### src/rtl/pc_seq_pkg.sv
// Shared types and defaults for the instruction-fetch sequencer.
//   pc_seq_state_t : fetch FSM states (RUN / DRAIN / HALTED)
//   pc_seq_entry_t : queue entry {instr, pc} at the default widths
//   DEF_*          : default parameter values used by pc_sequencer
package pc_seq_pkg;

  localparam int DEF_PC_W     = 10;
  localparam int DEF_INSTR_W  = 32;
  localparam int DEF_STEP     = 4;
  localparam int DEF_RESET_PC = 0;

  typedef enum logic [1:0] {
    RUN    = 2'd0,
    DRAIN  = 2'd1,
    HALTED = 2'd2
  } pc_seq_state_t;

  typedef struct packed {
    logic [DEF_INSTR_W-1:0] instr;
    logic [DEF_PC_W-1:0]    pc;
  } pc_seq_entry_t;

  // True when a queue holding 'count' entries is empty once this cycle's pop retires.
  function automatic logic will_be_empty(input logic [1:0] count, input logic pop);
    return (count == 2'd0) || ((count == 2'd1) && pop);
  endfunction

endpackage

### src/rtl/pc_sequencer_fifo.sv
// Two-entry FIFO with a registered head toward decode.
//   clk, reset      : clock, synchronous active-high reset
//   push_i, din_i   : write an entry
//   pop_i           : retire the head (ignored when empty)
//   flush_i         : drop all entries; wins over push
//   head_o, valid_o : registered head entry and its valid flag
//   count_o         : number of entries held (0..2)
module inst_fifo2 #(
  parameter int W = 42
) (
  input  logic         clk,
  input  logic         reset,
  input  logic         push_i,
  input  logic         pop_i,
  input  logic         flush_i,
  input  logic [W-1:0] din_i,
  output logic [W-1:0] head_o,
  output logic         valid_o,
  output logic [1:0]   count_o
);

  logic [W-1:0] slot0_q, slot0_d;
  logic [W-1:0] slot1_q, slot1_d;
  logic [1:0]   count_q, count_d;
  logic         pop_ok_s;

  // Next contents of the two slots; slot0 is always the head.
  always_comb begin
    slot0_d  = slot0_q;
    slot1_d  = slot1_q;
    count_d  = count_q;
    pop_ok_s = pop_i && (count_q != 2'd0);
    if (flush_i) begin
      count_d = 2'd0;
    end else begin
      case ({push_i, pop_ok_s})
        2'b10: begin
          if (count_q == 2'd0) begin
            slot0_d = din_i;
            count_d = 2'd1;
          end else if (count_q == 2'd1) begin
            slot1_d = din_i;
            count_d = 2'd2;
          end else begin
            count_d = count_q;
          end
        end
        2'b01: begin
          slot0_d = slot1_q;
          count_d = count_q - 2'd1;
        end
        2'b11: begin
          // Simultaneous push/pop keeps the count; the new word lands behind the survivor.
          if (count_q == 2'd1) begin
            slot0_d = din_i;
          end else begin
            slot0_d = slot1_q;
            slot1_d = din_i;
          end
        end
        default: begin
          count_d = count_q;
        end
      endcase
    end
  end

  // Slot and count registers.
  always_ff @(posedge clk) begin
    if (reset) begin
      slot0_q <= '0;
      slot1_q <= '0;
      count_q <= 2'd0;
    end else begin
      slot0_q <= slot0_d;
      slot1_q <= slot1_d;
      count_q <= count_d;
    end
  end

  assign head_o  = slot0_q;
  assign valid_o = (count_q != 2'd0);
  assign count_o = count_q;

endmodule

### src/rtl/pc_sequencer.sv
// Instruction-fetch controller: owns the fetch PC, drives instruction memory,
// queues fetched words toward decode and handles branch redirect and halt/drain.
//   clk, reset                          : clock, synchronous active-high reset
//   imem_req, imem_addr                 : fetch request and address (= fetch PC)
//   imem_ready, imem_data               : same-cycle response for imem_addr
//   inst_valid, inst, inst_pc, inst_ready : queue head handshake toward decode
//   branch_enable, target               : redirect fetch (low two bits cleared)
//   halt, halted                        : sticky stop request, halted-and-empty flag
module pc_sequencer
  import pc_seq_pkg::*;
#(
  parameter int PC_W     = DEF_PC_W,
  parameter int INSTR_W  = DEF_INSTR_W,
  parameter int STEP     = DEF_STEP,
  parameter int RESET_PC = DEF_RESET_PC
) (
  input  logic               clk,
  input  logic               reset,
  output logic               imem_req,
  output logic [PC_W-1:0]    imem_addr,
  input  logic               imem_ready,
  input  logic [INSTR_W-1:0] imem_data,
  output logic               inst_valid,
  output logic [INSTR_W-1:0] inst,
  output logic [PC_W-1:0]    inst_pc,
  input  logic               inst_ready,
  input  logic               branch_enable,
  input  logic [PC_W-1:0]    target,
  input  logic               halt,
  output logic               halted
);

  localparam logic [PC_W-1:0] ALIGN_MASK = ~PC_W'(3);

  pc_seq_state_t          state_q, state_d;
  logic [PC_W-1:0]        fetch_pc_q, fetch_pc_d;
  logic [1:0]             count_s;
  logic                   push_s, pop_s, flush_s, redirect_s;
  logic [INSTR_W+PC_W-1:0] head_s;

  inst_fifo2 #(.W(INSTR_W + PC_W)) u_fifo (
    .clk     (clk),
    .reset   (reset),
    .push_i  (push_s),
    .pop_i   (pop_s),
    .flush_i (flush_s),
    .din_i   ({imem_data, imem_addr}),
    .head_o  (head_s),
    .valid_o (inst_valid),
    .count_o (count_s)
  );

  assign pop_s   = inst_valid && inst_ready;
  assign inst    = head_s[INSTR_W+PC_W-1:PC_W];
  assign inst_pc = head_s[PC_W-1:0];

  // State and fetch PC registers.
  always_ff @(posedge clk) begin
    if (reset) begin
      state_q    <= RUN;
      fetch_pc_q <= PC_W'(RESET_PC);
    end else begin
      state_q    <= state_d;
      fetch_pc_q <= fetch_pc_d;
    end
  end

  // Next state: halt leaves RUN, draining ends once the queue empties.
  always_comb begin
    state_d = state_q;
    case (state_q)
      RUN: begin
        if (halt) begin
          state_d = will_be_empty(count_s, pop_s) ? HALTED : DRAIN;
        end else begin
          state_d = RUN;
        end
      end
      DRAIN: begin
        if (will_be_empty(count_s, pop_s)) begin
          state_d = HALTED;
        end else begin
          state_d = DRAIN;
        end
      end
      HALTED:  state_d = HALTED;
      default: state_d = RUN;
    endcase
  end

  // Fetch request, queue control and next fetch PC; halt beats redirect beats sequential fetch.
  always_comb begin
    imem_req   = (!reset) && (state_q == RUN) && (count_s != 2'd2);
    redirect_s = (state_q == RUN) && !halt && branch_enable;
    flush_s    = redirect_s;
    // A response arriving alongside halt or redirect is dropped.
    push_s     = imem_req && imem_ready && !halt && !branch_enable;
    if (redirect_s) begin
      fetch_pc_d = target & ALIGN_MASK;
    end else if (push_s) begin
      fetch_pc_d = fetch_pc_q + PC_W'(STEP);
    end else begin
      fetch_pc_d = fetch_pc_q;
    end
  end

  assign imem_addr = fetch_pc_q;
  assign halted    = (state_q == HALTED);

endmodule

### config.mk
export PLATFORM = sky130hd
export DESIGN_NAME = pc_sequencer
export DESIGN_NICKNAME = d
export VERILOG_FILES = /design/src/rtl/pc_seq_pkg.sv /design/src/rtl/pc_sequencer_fifo.sv /design/src/rtl/pc_sequencer.sv
export SDC_FILE = /design/constraint.sdc
export NUM_CORES = 1
export LEC_CHECK = 0
export CAP_MARGIN = 25
export CELL_PAD_IN_SITES_DETAIL_PLACEMENT = 1
export CELL_PAD_IN_SITES_GLOBAL_PLACEMENT = 1
export CORE_MARGIN = 5
export CORE_UTILIZATION = 39
export DETAILED_ROUTE_END_ITERATION = 8
export GPL_TIMING_DRIVEN = 1
export PLACE_DENSITY_LB_ADDON = 0.08
export SLEW_MARGIN = 20
export SYNTH_ARGS = -nofsm -noshare
export SYNTH_HDL_FRONTEND = slang
export SYNTH_SLANG_ARGS = --single-unit
### constraint.sdc
create_clock -name clk -period 5.12 [get_ports clk]
set_input_delay 0.512 -clock clk [delete_from_list [all_inputs] [get_ports clk]]
set_output_delay 0.512 -clock clk [all_outputs]
set_load 0.01 [all_outputs]
==> impl_metrics.csv <==
group,metric,value,unit
drt,wire_per_inst,16.9,um
grt,grt_max_degree,50,
yosys,synth_most_common_cell,"dfxtp_1",
drt,drt-initial-drc-count,74,
final_layout,regArea,0.00192,mm2
final_layout,fin_area,0.00517,mm2
critical_path,r2r-end,"u_fifo.head_o[1]",
power,power.density,360,mW/mm2
die,rows,36,
drt,post-route-drc-count,0,
critical_path,critical_path_class,"reg -> reg",
yosys,ys_top_cells_by_count,"dfxtp_1, nor2_1, inv_1, a21oi_1, mux2i_1",
timing,max_slew_margin,36.4,%
grt,track_usage,17.7,%
yosys,ys_warn_count,0,
power,peakVddDrop,0.000151,V
timing,layout_setup_ws,2110,ps
clocking,clock_latency,360,ps
drt,drt_wl_total,10800,um
timing,skew,14.7,ps
final_layout,final_util,52.7,%
die,dieHeight,110,um
place,dp_hpwl,7170,um
final_layout,fillers,1155,
die,die_area,0.0122,mm2
grt,grt_pass1_wl,17900,um
power,p_seq_share,46.9,%
clocking,cts-root-buf,"clkbuf_8",
yosys,ys_seq_elements,96,
critical_path,startpoint,"u_fifo.count_o[0]",
critical_path,crit_arrival,3260,ps
yosys,synth_area,0.00394,mm2
yosys,synthCells,421,
critical_path,r2r_start,"u_fifo.count_o[0]",
final_layout,final_nets,553,
power,p_int,1300,uW
place,placed_area,0.00496,mm2
timing,min_period,3010,ps
grt,grt_pass1_vias,3573,
critical_path,rrSetupSlack,2110,ps
timing,setup_tns,0,ps
grt,grt_antenna_before_repair,0,
yosys,synth-main-ff-cell,"dfxtp_1",
clocking,cts_setup_buffers,0,
power,swShare,30.1,%
critical_path,end_kind,"register",
timing,hold_viol,0,
clocking,htreeDepth,3,
yosys,seq_area_frac_synth,48.8,%
drt,drt_pass1_iterations,4,
drt,vias_per_cell,5.32,
timing,fin_crit_sh,58.8,%
final_layout,num_antenna_cells,0,
die,pin_count,103,
final_layout,final_layout_size_suffix_gt1_share,6.34,%
timing,worst_pin_slew,954,ps
die,initial_core_util,40.1,%
yosys,synth_top_area_share,48.8,%
critical_path,cp-endpoint,"u_fifo.head_o[1]",
place,dp_slack,1880,ps
flow_run,maxCapViolations,0,
timing,rsz0062_at_grt,"no",
final_layout,area_delta_synth_final,31.3,%
yosys,avgSynthCellArea,9.36,um2
timing,setup_viol,0,
clocking,cts_resized,0,
drt,drtAntennaViolNets,0,
final_layout,multi_input_comb_area,0.00169,mm2
yosys,synth_area_leaders,"dfxtp_1, mux2i_1, o221ai_1",
clocking,cts_tree,"done",
critical_path,worstPathMaxFanout,27,
critical_path,start_kind,"register",
drt,dr_total_vias,3391,
clocking,clock_sinks,96,
yosys,async_flop_share,0,%
power,combPwrFrac,25.5,%
yosys,synth_top_cell_by_area,"dfxtp_1",
power,leakage,0.00174,uW
yosys,synth-edff-count,0,
critical_path,required,5370,ps
clocking,ctsHoldBuffers,0,
place,portBuffers,98,
place,gp_congestion,0.749,
clocking,cts_buffers,9,
timing,maxSlewViolCount,0,
power,clockPowerShare,27.6,%
timing,max_freq,0.332,GHz
clocking,path_clk_slew,100,ps
run_status,status,"complete, no violations",
grt,grt.overflow.total,0,
min_path,hp-class,"reg -> reg",
die,core_area,0.00982,mm2
die,fp.dieW,110,um
clocking,clock_path_buffers,2,
yosys,synth_cell_types,42,
power,p_switching,560,uW
critical_path,worst_r2r_path_depth,7,
per-stage QoR:
| step | total power, uW | hold WS, ps | cells |
|---|---|---|---|
| finish | 1860 | 451 | 638 |
| global route | 1960 | 479 | 638 |
| CTS | 1890 | 454 | 638 |
| detailed placement | 1370 | 439 | 623 |
| global placement | 1360 | 432 | 623 |
| floorplan | 1120 | 452 | 422 |
area by class of cell:
| class | count | area share, % |
|---|---|---|
| Clock buffer | 10 | 2.66 |
| Clock inverter | 5 | 1.26 |
| Sequential cell | 96 | 37.2 |
| Inverter | 47 | 3.41 |
| Tap cell | 133 | 3.22 |
| Multi-Input combinational cell | 244 | 32.7 |
| Timing Repair Buffer | 103 | 19.6 |
cells in the final DEF (no fill, tap or decap), types with 3 or more instances in the layout:
cell,netlist,final
a21oi_1,45,45
buf_4,2,5
clkbuf_8,0,10
clkdlybuf4s50_1,0,97
dfxtp_1,96,96
ha_1,4,4
inv_1,47,47
mux2i_1,41,41
nand3_1,3,3
nor2_1,53,53
nor3_1,3,3
nor3b_1,5,5
nor4_1,3,3
o21ai_0,9,9
o221ai_1,40,40
xnor2_1,3,3
power groups by stage:
stage,registers [uW],logic (uW),clock network [uW]
after floorplan,910,208,0
after global placement,887,470,0
after detailed placement,890,481,0
after CTS,874,483,530
after global routing,884,519,561
final,873,475,513
critical path, cell delays in order (launching register included):
cell and delay (ps):
dfxtp_1 370, inv_1 100, ha_1 210, or4_1 650, o311ai_4 790, buf_4 450, nor3b_1 90, a31o_2 230
routing by layer:
| layer | GRT usage [%] | vias to the layer above | wire [um] |
|---|---|---|---|
| met4 | 5.42 | 0 | 155 |
| met1 | 20.8 | 1664 | 4770 |
| met2 | 31.8 | 73 | 5430 |
| met3 | 3.99 | 12 | 429 |
| li1 | - | 1642 | - |
| met5 | 0 | - | 0 |
worst min-delay path by stage:
stage                            from                end  slack (ps)  cells after the start
floorplan           u_fifo.slot1_q[0]  u_fifo.slot1_q[0]         450                      1
global placement    u_fifo.head_o[35]  u_fifo.head_o[35]         430                      2
detailed placement  u_fifo.head_o[32]  u_fifo.head_o[32]         440                      2
CTS                 u_fifo.head_o[41]  u_fifo.head_o[41]         450                      2
global route        u_fifo.head_o[11]  u_fifo.head_o[11]         480                      2
finish              u_fifo.head_o[23]  u_fifo.head_o[23]         450                      2
sequential cells by signal, summed over array words and instances (netlist names):
name,count
u_fifo.slot1_q,42
u_fifo.count_o,2
u_fifo.head_o,42
state_q,2
imem_addr,8
logic make-up (layout without fill, tap and decap cells):
family | count (synthesis) | count (layout) | share of synthesized area [%]
adders and majority gates | 4 | 4 | 1.27
and+or+nand+nor | 84 | 84 | 10.6
DFF | 96 | 96 | 48.8
AOI/OAI and AO/OA | 110 | 110 | 19.2
buffers and inverters | 82 | 165 | 8.96
muxes | 41 | 41 | 10.4
xor gates and xnor gates | 3 | 3 | 0.667
other | 1 | 2 | 0.0952
(Power assumes the default switching activity.)
